File: src/rtl/pixel_collector_pkg.sv
//------------------------------------------------------------------------------
// pixel_collector_pkg : shared pixel and frame constants for the solver path
// Revision: 1.0
//------------------------------------------------------------------------------
`default_nettype none

package pixel_collector_pkg;
    localparam int PIXEL_WIDTH   = 4;
    localparam int FB_ADDR_WIDTH = 19;
    localparam int NUM_COLUMNS   = 640;
    localparam int NUM_ROWS      = 480;
endpackage

`default_nettype wire

File: src/rtl/pixel_fifo.sv
//------------------------------------------------------------------------------
// pixel_fifo : synchronous FIFO holding {address, pixel} entries of one solver
// Revision: 1.0
//------------------------------------------------------------------------------
`default_nettype none

module pixel_fifo #(
    parameter int WIDTH = 23,
    parameter int DEPTH = 4
) (
    input  logic             clock,
    input  logic             reset,
    input  logic             clear,
    input  logic             push,
    input  logic             pop,
    input  logic [WIDTH-1:0] din,
    output logic [WIDTH-1:0] dout,
    output logic             full,
    output logic             empty
);
    import pixel_collector_pkg::*;

    localparam int c_AW = $clog2(DEPTH);

    logic [WIDTH-1:0] r_mem [DEPTH];
    logic [c_AW-1:0]  r_wr_ptr;
    logic [c_AW-1:0]  r_rd_ptr;
    logic [c_AW:0]    r_count;

    // Storage carries no reset; only entries below r_count are ever read.
    always_ff @(posedge clock) begin
        if (push) begin
            r_mem[r_wr_ptr] <= din;
        end
    end

    always_ff @(posedge clock or negedge reset) begin
        if (!reset) begin
            r_wr_ptr <= '0;
            r_rd_ptr <= '0;
            r_count  <= '0;
        end else if (clear) begin
            r_wr_ptr <= '0;
            r_rd_ptr <= '0;
            r_count  <= '0;
        end else begin
            if (push) r_wr_ptr <= r_wr_ptr + 1'b1;
            if (pop)  r_rd_ptr <= r_rd_ptr + 1'b1;
            case ({push, pop})
                2'b10:   r_count <= r_count + 1'b1;
                2'b01:   r_count <= r_count - 1'b1;
                default: r_count <= r_count;
            endcase
        end
    end

    assign dout  = r_mem[r_rd_ptr];
    assign full  = (r_count == (c_AW+1)'(DEPTH));
    assign empty = (r_count == '0);

endmodule

`default_nettype wire

File: src/rtl/pixel_collector.sv
//------------------------------------------------------------------------------
// pixel_collector : buffers row-interleaved solver results, arbitrates them
//                   round-robin and writes addressed pixels to the framebuffer
// Revision: 1.0
//------------------------------------------------------------------------------
`default_nettype none

module pixel_collector #(
    parameter int NUM_SOLVERS = 4,
    parameter int NUM_COLUMNS = pixel_collector_pkg::NUM_COLUMNS,
    parameter int NUM_ROWS    = pixel_collector_pkg::NUM_ROWS,
    parameter int FIFO_DEPTH  = 4,
    parameter int ADDR_WIDTH  = pixel_collector_pkg::FB_ADDR_WIDTH
) (
    input  logic                                               clock,
    input  logic                                               reset,
    input  logic                                               start,
    input  logic [pixel_collector_pkg::PIXEL_WIDTH*NUM_SOLVERS-1:0] solver_out,
    input  logic [NUM_SOLVERS-1:0]                             solver_ready,
    output logic                                               wr_valid,
    input  logic                                               wr_ready,
    output logic [ADDR_WIDTH-1:0]                              wr_addr,
    output logic [pixel_collector_pkg::PIXEL_WIDTH-1:0]        wr_data,
    output logic                                               frame_done,
    output logic                                               overflow
);
    import pixel_collector_pkg::*;

    localparam int c_ENTRY_W = ADDR_WIDTH + PIXEL_WIDTH;
    localparam int c_COL_W   = (NUM_COLUMNS > 1) ? $clog2(NUM_COLUMNS) : 1;
    localparam int c_PTR_W   = (NUM_SOLVERS > 1) ? $clog2(NUM_SOLVERS) : 1;
    localparam int c_TOTAL   = NUM_COLUMNS * NUM_ROWS;
    localparam int c_CNT_W   = $clog2(c_TOTAL + 1);
    localparam logic [ADDR_WIDTH-1:0] c_ROW_STEP =
        ADDR_WIDTH'((NUM_SOLVERS - 1) * NUM_COLUMNS + 1);

    logic [c_ENTRY_W-1:0]   w_fifo_dout [NUM_SOLVERS];
    logic [c_ENTRY_W-1:0]   w_head      [NUM_SOLVERS];
    logic [NUM_SOLVERS-1:0] w_full, w_empty, w_push, w_pop, w_avail, w_grant, w_drop;
    logic [c_PTR_W-1:0]     r_ptr, w_sel, w_ptr_next;
    logic                   w_found, w_load, w_xfer;
    logic [c_CNT_W-1:0]     r_count;

    assign w_xfer = wr_valid && wr_ready;
    assign w_load = (!wr_valid || wr_ready) && !start;

    for (genvar i = 0; i < NUM_SOLVERS; i++) begin : g_solver
        logic [c_COL_W-1:0]    r_col;
        logic [ADDR_WIDTH-1:0] r_addr;
        logic [c_ENTRY_W-1:0]  w_entry;
        logic                  w_strobe, w_bypass;

        assign w_entry  = {r_addr, solver_out[i*PIXEL_WIDTH +: PIXEL_WIDTH]};
        assign w_strobe = solver_ready[i] && !start;

        always_ff @(posedge clock or negedge reset) begin
            if (!reset) begin
                r_col  <= '0;
                r_addr <= ADDR_WIDTH'(i * NUM_COLUMNS);
            end else if (start) begin
                r_col  <= '0;
                r_addr <= ADDR_WIDTH'(i * NUM_COLUMNS);
            end else if (solver_ready[i]) begin
                if (r_col == c_COL_W'(NUM_COLUMNS - 1)) begin
                    r_col  <= '0;
                    r_addr <= r_addr + c_ROW_STEP;
                end else begin
                    r_col  <= r_col + 1'b1;
                    r_addr <= r_addr + 1'b1;
                end
            end
        end

        // An empty FIFO lets a fresh strobe go straight to the output register.
        assign w_avail[i] = !w_empty[i] || w_strobe;
        assign w_head[i]  = w_empty[i] ? w_entry : w_fifo_dout[i];
        assign w_bypass   = w_grant[i] && w_empty[i];
        assign w_pop[i]   = w_grant[i] && !w_empty[i];
        assign w_push[i]  = w_strobe && !w_bypass && (!w_full[i] || w_pop[i]);
        assign w_drop[i]  = w_strobe && !w_bypass && w_full[i] && !w_pop[i];

        pixel_fifo #(
            .WIDTH (c_ENTRY_W),
            .DEPTH (FIFO_DEPTH)
        ) u_fifo (
            .clock (clock),
            .reset (reset),
            .clear (start),
            .push  (w_push[i]),
            .pop   (w_pop[i]),
            .din   (w_entry),
            .dout  (w_fifo_dout[i]),
            .full  (w_full[i]),
            .empty (w_empty[i])
        );
    end

    always_comb begin
        int idx;
        idx        = 0;
        w_found    = 1'b0;
        w_sel      = r_ptr;
        w_grant    = '0;
        w_ptr_next = '0;
        for (int k = 0; k < NUM_SOLVERS; k++) begin
            idx = int'(r_ptr) + k;
            if (idx >= NUM_SOLVERS) idx = idx - NUM_SOLVERS;
            if (!w_found && w_avail[c_PTR_W'(idx)]) begin
                w_found = 1'b1;
                w_sel   = c_PTR_W'(idx);
            end
        end
        if (w_load && w_found) w_grant[w_sel] = 1'b1;
        if (int'(w_sel) != NUM_SOLVERS - 1) w_ptr_next = w_sel + 1'b1;
    end

    always_ff @(posedge clock or negedge reset) begin
        if (!reset) begin
            wr_valid   <= 1'b0;
            wr_addr    <= '0;
            wr_data    <= '0;
            frame_done <= 1'b0;
            overflow   <= 1'b0;
            r_ptr      <= '0;
            r_count    <= '0;
        end else if (start) begin
            wr_valid   <= 1'b0;
            wr_addr    <= '0;
            wr_data    <= '0;
            frame_done <= 1'b0;
            overflow   <= 1'b0;
            r_ptr      <= '0;
            r_count    <= '0;
        end else begin
            if (w_load) begin
                wr_valid <= w_found;
                if (w_found) begin
                    {wr_addr, wr_data} <= w_head[w_sel];
                    r_ptr              <= w_ptr_next;
                end
            end
            if (w_xfer) begin
                r_count <= r_count + 1'b1;
                if (r_count == c_CNT_W'(c_TOTAL - 1)) frame_done <= 1'b1;
            end
            if (|w_drop) overflow <= 1'b1;
        end
    end

endmodule

`default_nettype wire

File: config.mk
export PLATFORM = sky130hd
export DESIGN_NAME = pixel_collector
export DESIGN_NICKNAME = d
export VERILOG_FILES = /design/src/rtl/pixel_collector_pkg.sv /design/src/rtl/pixel_fifo.sv /design/src/rtl/pixel_collector.sv
export SDC_FILE = /design/constraint.sdc
export NUM_CORES = 1
export LEC_CHECK = 0
export CAP_MARGIN = 20
export CORE_ASPECT_RATIO = 0.6
export CORE_MARGIN = 3
export CORE_UTILIZATION = 60
export CTS_BUF_LIST = sky130_fd_sc_hd__clkbuf_16
export CTS_CLUSTER_DIAMETER = 60
export DETAILED_ROUTE_END_ITERATION = 6
export GPL_ROUTABILITY_DRIVEN = 0
export GPL_TIMING_DRIVEN = 0
export PLACE_DENSITY = 0.83
export SLEW_MARGIN = 20
export SYNTH_ARGS = -nofsm -noshare
export SYNTH_HDL_FRONTEND = slang
export SYNTH_SLANG_ARGS = --single-unit
File: constraint.sdc
create_clock -name clock -period 7.1 [get_ports clock]
set_clock_uncertainty 0.05 [all_clocks]
set_input_delay 0.71 -clock clock [delete_from_list [all_inputs] [get_ports clock]]
set_output_delay 0.71 -clock clock [all_outputs]
set_load 0.01 [all_outputs]
==> impl_metrics.json, run 1 <==
{
  "cp-startpoint": "start",
  "rsz0062_at_grt": "no",
  "synthMuxAreaShare_pct": 15.5,
  "port_buffers": 47,
  "yosys.area_share.simple_pct": 9.38,
  "ys_async_sr_fraction_pct": 34.2,
  "clkLatencyLatePin_ps": 580,
  "dieArea_um2": 45200,
  "holdPathEnd": "wr_addr[16]$_DFFE_PN0P_",
  "cts_buffers": 48,
  "syn-num-nets": 1859,
  "synthAdderAreaFrac_pct": 2.37,
  "finalSetupViolCount": 0,
  "clk_pin_slew_worst_paths_ps": 60,
  "cp.arrival_ps": 5180,
  "min_period_over_period_pct": 69.6,
  "drc": 0,
  "timing.rr.end": "g_solver[2].u_fifo.r_mem[3][11]$_DFFE_PP_",
  "grt_max_degree": 79,
  "num_vias": 16200,
  "yosysSeqAreaShare_pct": 62.0,
  "synth_edf_count": 368,
  "hold_depth": 2,
  "h-tree-depth": 2,
  "grt_pass1_wl_mm": 95.0,
  "fin_crit_ps": 4940,
  "hpwl_mm": 43.5,
  "syn_inst": 1789,
  "critPathMaxFanout": 13,
  "yosysUniqueCellTypes": 85,
  "synth_area_leaders": "edfxtp_1 43%, dfrtp_1 18%, mux4_2 8.2%",
  "first_global_vias": 15500,
  "synth_top_family_by_area": "multiplexers",
  "cp-end-kind": "flop",
  "cts_hold_buf": 1,
  "io-pin-count": 50,
  "min_from": "wr_addr[16]$_DFFE_PN0P_",
  "post_cts_buffers": 0,
  "grt-ovfl-total": 0,
  "final_layout_size_suffix_gt1_share_pct": 12.9,
  "ys_warn_count": 0,
  "clk_path_buf_depth": 3,
  "synth_compound_area_share_pct": 5.08,
  "ir_worst_vdd_uv": 237,
  "ctsRootBufferMaster": "clkbuf_16",
  "initial_core_util_pct": 62.0,
  "hp-class": "flop to flop",
  "hold_viol": 0,
  "firstDrtPassIters": 5,
  "maxSlewViolCount": 0,
  "reg2reg_from": "g_solver[3].u_fifo.r_count[2]$_DFFE_PN0P_",
  "ys.flop_type": "edfxtp_1",
  "dpl_cell_area_um2": 27000,
  "synth_area_um2": 25600,
  "cts.sinks": 559,
  "fin_area_um2": 28400,
  "power.leakage_nw": 10.7,
  "p_per_area_nw_per_um2": 336,
  "synth_top_area_share_pct": 43.2,
  "max_cap_viol_count": 0,
  "via_per_inst": 6.48,
  "r2r_setup_slack_ps": 2590,
  "ctsResizeCount": 0,
  "power_mw": 9.57,
  "wirelength_mm": 62.4,
  "fmax_ghz": 0.202,
  "status": "finished, final reports clean",
  "syn_area_per_cell_um2": 14.3,
  "wl_per_cell_um": 25.0,
  "synth-xor-area-share_pct": 3.53,
  "reg2reg_depth": 17,
  "coreArea_um2": 41200,
  "die_h_um": 166,
  "area_delta_synth_final_pct": 11.3,
  "critical_path_class": "input port to flop",
  "start_kind": "input port",
  "grt_use_total_pct": 27.7,
  "yosys.area.top_type": "edfxtp_1",
  "fp.dieW_um": 272,
  "cts_tree": "yes",
  "ys_seq_elements": 559,
  "crit_required_ps": 7340,
  "drtIter0Drc": 2177,
  "num_rows": 57,
  "layout.nets": 1965,
  "antenna_found_initial": 1,
  "worst-slew-pin-transition_ps": 1030,
  "slew-limit-headroom_pct": 30.1,
  "antenna_left": 0
}
[where the power goes]
| part | leakage, nW | switching (mW) | internal [mW] | total [mW] |
|---|---|---|---|---|
| Clock | 0.773 | 1.19 | 1.33 | 2.51 |
| Combinational | 4.01 | 1.90 | 1.24 | 3.14 |
| Sequential | 5.88 | 0.159 | 3.76 | 3.91 |
[cell usage in the layout, fill, tap and decap left out, drive strengths merged, types with 6 or more instances in the layout]
cell             n
a41o             7
nor2b           13
nand3b           7
or3             13
ha              42
o21ai           92
and2             9
xor2            75
clkinv          19
edfxtp         368
buf             50
a31oi            8
nor2           150
clkdlybuf4s50   46
xnor2           28
nand4           29
nor3            16
mux4            93
mux2i          177
o21a             6
nand2b          20
inv             51
nand2          121
and3            45
mux2             8
a211oi           8
nand3           42
dfrtp          183
a21oi           34
dfstp            8
clkbuf          94
[worst max-delay path, cell delays in order]
cell             delay [ps]
clkdlybuf4s50_1         620
buf_4                   280
or2b_1                  390
nand4_2                 270
a31oi_2                 350
and3_1                  220
buf_6                   150
inv_6                    50
buf_12                  150
buf_8                   150
ha_1                    200
o211ai_2                180
xor2_1                  280
nor3_1                   70
nor2_1                  240
and2_1                  580
buf_8                   250
[kinds of logic after synthesis]
| group | Yosys count |
|---|---|
| AND/OR/NAND/NOR | 485 |
| flip-flops | 559 |
| adder cells (fa/ha/maj) | 46 |
| XOR/XNOR | 103 |
| buffers and inverters | 119 |
| multiplexers | 278 |
| AO/OA/AOI/OAI | 199 |
[worst max path at each step]
stage | to | slack [ps] | cells past startpoint
4_1_cts | g_solver[2].u_fifo.r_mem[3][3]$_DFFE_PP_ | 2340 | 17
6_report | g_solver[2].u_fifo.r_mem[3][11]$_DFFE_PP_ | 2160 | 17
5_1_grt | g_solver[2].u_fifo.r_mem[3][2]$_DFFE_PP_ | 2080 | 17
2_1_floorplan | g_solver[2].u_fifo.r_mem[0][0]$_DFFE_PP_ | 3060 | 15
3_5_place_dp | g_solver[2].u_fifo.r_mem[3][1]$_DFFE_PP_ | 1770 | 17
3_3_place_gp | wr_addr[6]$_DFFE_PN0P_ | -2960 | 1
[layout make-up]
cell class,instances,area (µm²)
antenna,1,2.50
inverter,33,130
multi-input combinational,1111,9210
fill,2760,12800
clock inverter,41,238
tap,560,701
buffer,86,419
timing repair buffer,56,681
sequential,559,15800
clock buffer,49,1230
[per-layer routing]
metal | vias to the layer above | share of wire [%] | wire length (µm) | global-route usage [%]
met3 | 113 | 12 | 7650 | 7.49
li1 | 6942 | - | - | -
met4 | 0 | 2.2 | 1380 | 6.55
met5 | - | 0 | 0 | 0
met2 | 893 | 43 | 26600 | 38.2
met1 | 8229 | 43 | 26800 | 44.0
[metrics by stage]
stage               TNS, ps  instances  hold WS, ps  setup WS [ps]  util, %
floorplan                 0       1789          364           3060        -
global placement    -539770       2396          418          -2960     64.8
detailed placement        0       2403          435           1770     65.4
CTS                       0       2494          449           2340     69.0
global route              0       2496          474           2080     69.0
finish                    0       2496          451           2160     69.0
[synth_stat cells, types with 4 or more instances]
| library cell | count |
|---|---|
| dfstp_2 | 8 |
| nand3_1 | 42 |
| mux2_2 | 4 |
| nand2_1 | 120 |
| fa_1 | 4 |
| o31ai_1 | 4 |
| nand4_1 | 27 |
| nor4b_1 | 4 |
| a31oi_1 | 6 |
| buf_1 | 13 |
| and3_1 | 45 |
| nor2b_1 | 13 |
| xnor2_1 | 28 |
| and2_1 | 9 |
| inv_1 | 31 |
| and4_1 | 5 |
| buf_4 | 7 |
| mux2i_1 | 177 |
| ha_1 | 42 |
| a41oi_1 | 4 |
| a21boi_0 | 4 |
| clkbuf_1 | 45 |
| a21oi_1 | 33 |
| nor2_1 | 148 |
| nand2b_1 | 20 |
| dfrtp_1 | 183 |
| mux4_2 | 93 |
| o21a_1 | 6 |
| edfxtp_1 | 368 |
| buf_2 | 16 |
| a41o_1 | 7 |
| nand3b_1 | 7 |
| or3_1 | 13 |
| o21ai_1 | 20 |
| o21ai_0 | 71 |
| a211oi_1 | 7 |
| nor3_1 | 12 |
| xor2_1 | 75 |
[registers in the layout, indices dropped and copies added, names as in the netlist]
signal and count:
wr_addr 19, g_solver.u_fifo.r_count 12, r_ptr 2, r_count 19, g_solver.u_fifo.r_mem 368, wr_valid 1
frame_done 1, g_solver.u_fifo.r_rd_ptr 8, g_solver.u_fifo.r_wr_ptr 8, wr_data 4, overflow 1, g_solver.r_col 40
g_solver.r_addr 76
Note: power is estimated with default switching activity, not from simulation.
==> run 2, diff against run 1 <==
--- a/config.mk
+++ b/config.mk
@@ -8,13 +8,13 @@
 export CAP_MARGIN = 20
 export CORE_ASPECT_RATIO = 0.6
 export CORE_MARGIN = 3
-export CORE_UTILIZATION = 60
+export CORE_UTILIZATION = 56
 export CTS_BUF_LIST = sky130_fd_sc_hd__clkbuf_16
 export CTS_CLUSTER_DIAMETER = 60
 export DETAILED_ROUTE_END_ITERATION = 6
 export GPL_ROUTABILITY_DRIVEN = 0
 export GPL_TIMING_DRIVEN = 0
-export PLACE_DENSITY = 0.83
+export PLACE_DENSITY = 0.82
 export SLEW_MARGIN = 20
 export SYNTH_ARGS = -nofsm -noshare
 export SYNTH_HDL_FRONTEND = slang
==> constraint.sdc (replaced) <==
create_clock -name clock -period 4.18 [get_ports clock]
set_clock_uncertainty 0.05 [all_clocks]
set_input_delay 0.418 -clock clock [delete_from_list [all_inputs] [get_ports clock]]
set_output_delay 0.418 -clock clock [all_outputs]
set_load 0.01 [all_outputs]
==> run 2 against run 1 <==
Die area up 6.9%. Critical path depth unchanged. Worst hold slack worse by 260 ps. First-iteration DRC count down 3.5%. Clock power up 74%. Power up 72%. Sequential cell count unchanged. Sequential share of layout area down 0.38 points. Cell area up 0.68%. Utilization down 4.2 points. Non-clock buffer count up 5. Critical path type unchanged. Critical endpoint is now g_solver[2].u_fifo.r_mem[3][21]$_DFFE_PP_. Largest power group unchanged.
==> impl_metrics.json, run 2 (synthesis results as in run 1) <==
{
  "status": "finished, final reports clean",
  "hold_viol": 0,
  "critical_path_class": "input port to flop",
  "reg2reg_from": "g_solver[3].u_fifo.r_count[2]$_DFFE_PN0P_",
  "cts_tree": "yes",
  "antenna_left": 0,
  "layout_common_cells": "368 x edfxtp_1, 183 x dfrtp_1, 177 x mux2i_1",
  "cts.sinks": 559,
  "via_per_inst": 6.37,
  "dieArea_um2": 48300,
  "drtIter0Drc": 2101,
  "p_switching_mw": 5.54,
  "largest_reg_flops": 368,
  "reg2reg_depth": 18,
  "worst-slew-pin-transition_ps": 1020,
  "clk_pin_slew_worst_paths_ps": 70,
  "coreArea_um2": 44200,
  "grt_max_degree": 96,
  "grt-ovfl-total": 0,
  "holdPathEnd": "g_solver[2].r_addr[10]$_DFFE_PN1P_",
  "timing.final.ws_setup_ps": 48.6,
  "hp-class": "input port to flop",
  "port_buffers": 47,
  "ir_worst_vdd_uv": 383,
  "layout.nets": 1975,
  "antenna_found_initial": 2,
  "multi_input_area_um2": 9300,
  "regMostFlops": "g_solver.u_fifo.r_mem",
  "grt_pass1_wl_mm": 94.2,
  "fin_crit_ps": 4130,
  "intPower_mw": 10.9,
  "pre_cts_slack_ps": -826,
  "start_kind": "input port",
  "firstDrtPassIters": 6,
  "slew-limit-headroom_pct": 29.7,
  "cpMaxStageDelayCell": "clkdlybuf4s50_1",
  "dpl_cell_area_um2": 27000,
  "cp-end-kind": "flop",
  "highest_layer": "met5",
  "hpwl_mm": 42.4,
  "n_fill_cell": 3054,
  "wl_met3_mm": 7.74,
  "worst_path_largest_cell_delay_ps": 620,
  "cp.arrival_ps": 4330,
  "p_per_area_nw_per_um2": 575,
  "timing.rr.end": "g_solver[2].u_fifo.r_count[2]$_DFFE_PN0P_",
  "maxSlewViolCount": 0,
  "final_common_cell": "edfxtp_1",
  "min_from": "solver_ready[2]",
  "crit_required_ps": 4380,
  "r2r_setup_slack_ps": 120,
  "wirelength_mm": 62.9,
  "grt_use_total_pct": 26.2,
  "drt-met1-wl_mm": 26.7,
  "swShare_pct": 33.7,
  "seq_area_um2": 15800,
  "wl_per_cell_um": 24.9,
  "crit_top_cell": "buf_6",
  "crit_family": "buffers and inverters",
  "clock_power_share_pct": 26.6,
  "die_h_um": 171,
  "comb_power_share_pct": 33.2,
  "cp_num_buf_inv": 7,
  "cp-startpoint": "start",
  "cts_buffers": 48,
  "seqPwrFrac_pct": 40.3,
  "io-pin-count": 50,
  "initial_core_util_pct": 57.8,
  "first_global_vias": 15400,
  "clkLatencyLatePin_ps": 580,
  "ctsRootBufferMaster": "clkbuf_16",
  "num_vias": 16100,
  "hold_depth": 3,
  "area_delta_synth_final_pct": 12.1,
  "min_period_over_period_pct": 98.8,
  "drc": 0,
  "cp_cell_sequence": "clkdlybuf4s50_1, buf_6, nand2b_1, nand4_2, a31oi_4, and3_1, buf_6, inv_6, buf_12, buf_8, ha_1, o211ai_4, xor2_1, nor3_1, nor2_2, buf_4, and2_2",
  "fin_area_um2": 28600,
  "num_rows": 59,
  "clk_path_buf_depth": 3,
  "fmax_ghz": 0.242,
  "critPathMaxFanout": 10,
  "power.leakage_nw": 10.7,
  "fin_hold_ws_ps": 189,
  "final_layout_size_suffix_gt1_share_pct": 14.0,
  "h-tree-depth": 2,
  "max_cap_viol_count": 0,
  "largestRegisters": "g_solver.u_fifo.r_mem x368, g_solver.r_addr x76, g_solver.r_col x40",
  "fp.dieW_um": 282,
  "finalSetupViolCount": 0,
  "route.met2.wl_mm": 26.6
}
-- run 2: cell types whose count changed in the layout (fill, tap and decap cells not counted), moves of 3 or more --
cell      before  now
and2_4         0    8
clkinv_2       8   15
buf_4          7   13
clkinv_1      11    8
inv_2          3    0
inv_6          4    1
-- run 2: layout make-up --
| cell class | count | share of cell area [%] |
|---|---|---|
| clock inverter | 39 | 0.974 |
| inverter | 33 | 0.454 |
| antenna | 3 | 0.0262 |
| buffer | 86 | 1.48 |
| sequential | 559 | 55.3 |
| timing repair buffer | 61 | 2.46 |
| multi-input combinational | 1116 | 32.5 |
| tap | 579 | 2.53 |
| clock buffer | 49 | 4.28 |
-- run 2: power by group through the flow --
stage	registers (mW)	logic [mW]	clock network, mW
3_3_place_gp	6.71	5.00	0
6_report	6.63	5.46	4.37
2_1_floorplan	6.71	3.43	0
4_1_cts	6.62	5.23	4.41
3_5_place_dp	6.73	5.17	0
5_1_grt	6.67	5.72	4.63
-- run 2: worst reg2reg max path, stage by stage (launching register included) --
cell and delay (ps):
dfrtp_1 360, buf_4 170, nor3_4 390, nand2_2 110, o41a_4 510, and3_1 210, buf_6 150, inv_6 80
buf_12 150, buf_8 160, ha_1 200, o211ai_4 150, nor2_4 190, nand2_1 110, fa_2 420, nand2b_1 110
nor3_1 60, a211oi_1 230, a211oi_1 80
-- run 2: repair_timing --
item | in CTS | in global routing
pin swaps | 0 | 9
resized for setup | 2 | 17
buffers inserted | 0 | 7
hold buffers | 1 | 0
setup endpoints to repair | 93 | 93
endpoints found under the hold margin | 100 | 0
cloned | 0 | 5
-- run 2: worst max-delay path by stage --
stage / endpoint / slack, ps / cells past startpoint
final: g_solver[2].u_fifo.r_mem[3][21]$_DFFE_PP_ / 50 / 17
after global placement: g_solver[3].r_addr[3]$_DFFE_PN0P_ / -5810 / 1
after floorplan: g_solver[2].u_fifo.r_mem[0][0]$_DFFE_PP_ / 420 / 15
after detailed placement: g_solver[2].u_fifo.r_mem[0][5]$_DFFE_PP_ / -830 / 16
after CTS: g_solver[2].u_fifo.r_mem[0][5]$_DFFE_PP_ / -170 / 16
after global routing: g_solver[2].u_fifo.r_count[2]$_DFFE_PN0P_ / -10 / 19
-- run 2: stage by stage --
stage          std cells  TNS [ps]  power [mW]  util (%)
4_1_cts             2510    -14520        16.3      64.4
6_report            2525         0        16.5      64.8
2_1_floorplan       1789         0        10.1         -
5_1_grt             2523     -10.6        17.0      64.8
3_3_place_gp        2415  -1372890        11.7      60.5
3_5_place_dp        2421    -85970        11.9      61.0
-- run 2: routing by layer --
layer  global-route usage (%)  vias up
met5                     3.06        -
li1                         -     6972
met1                     39.6     8164
met2                     36.7      821
met4                     6.93        4
met3                     8.32      122
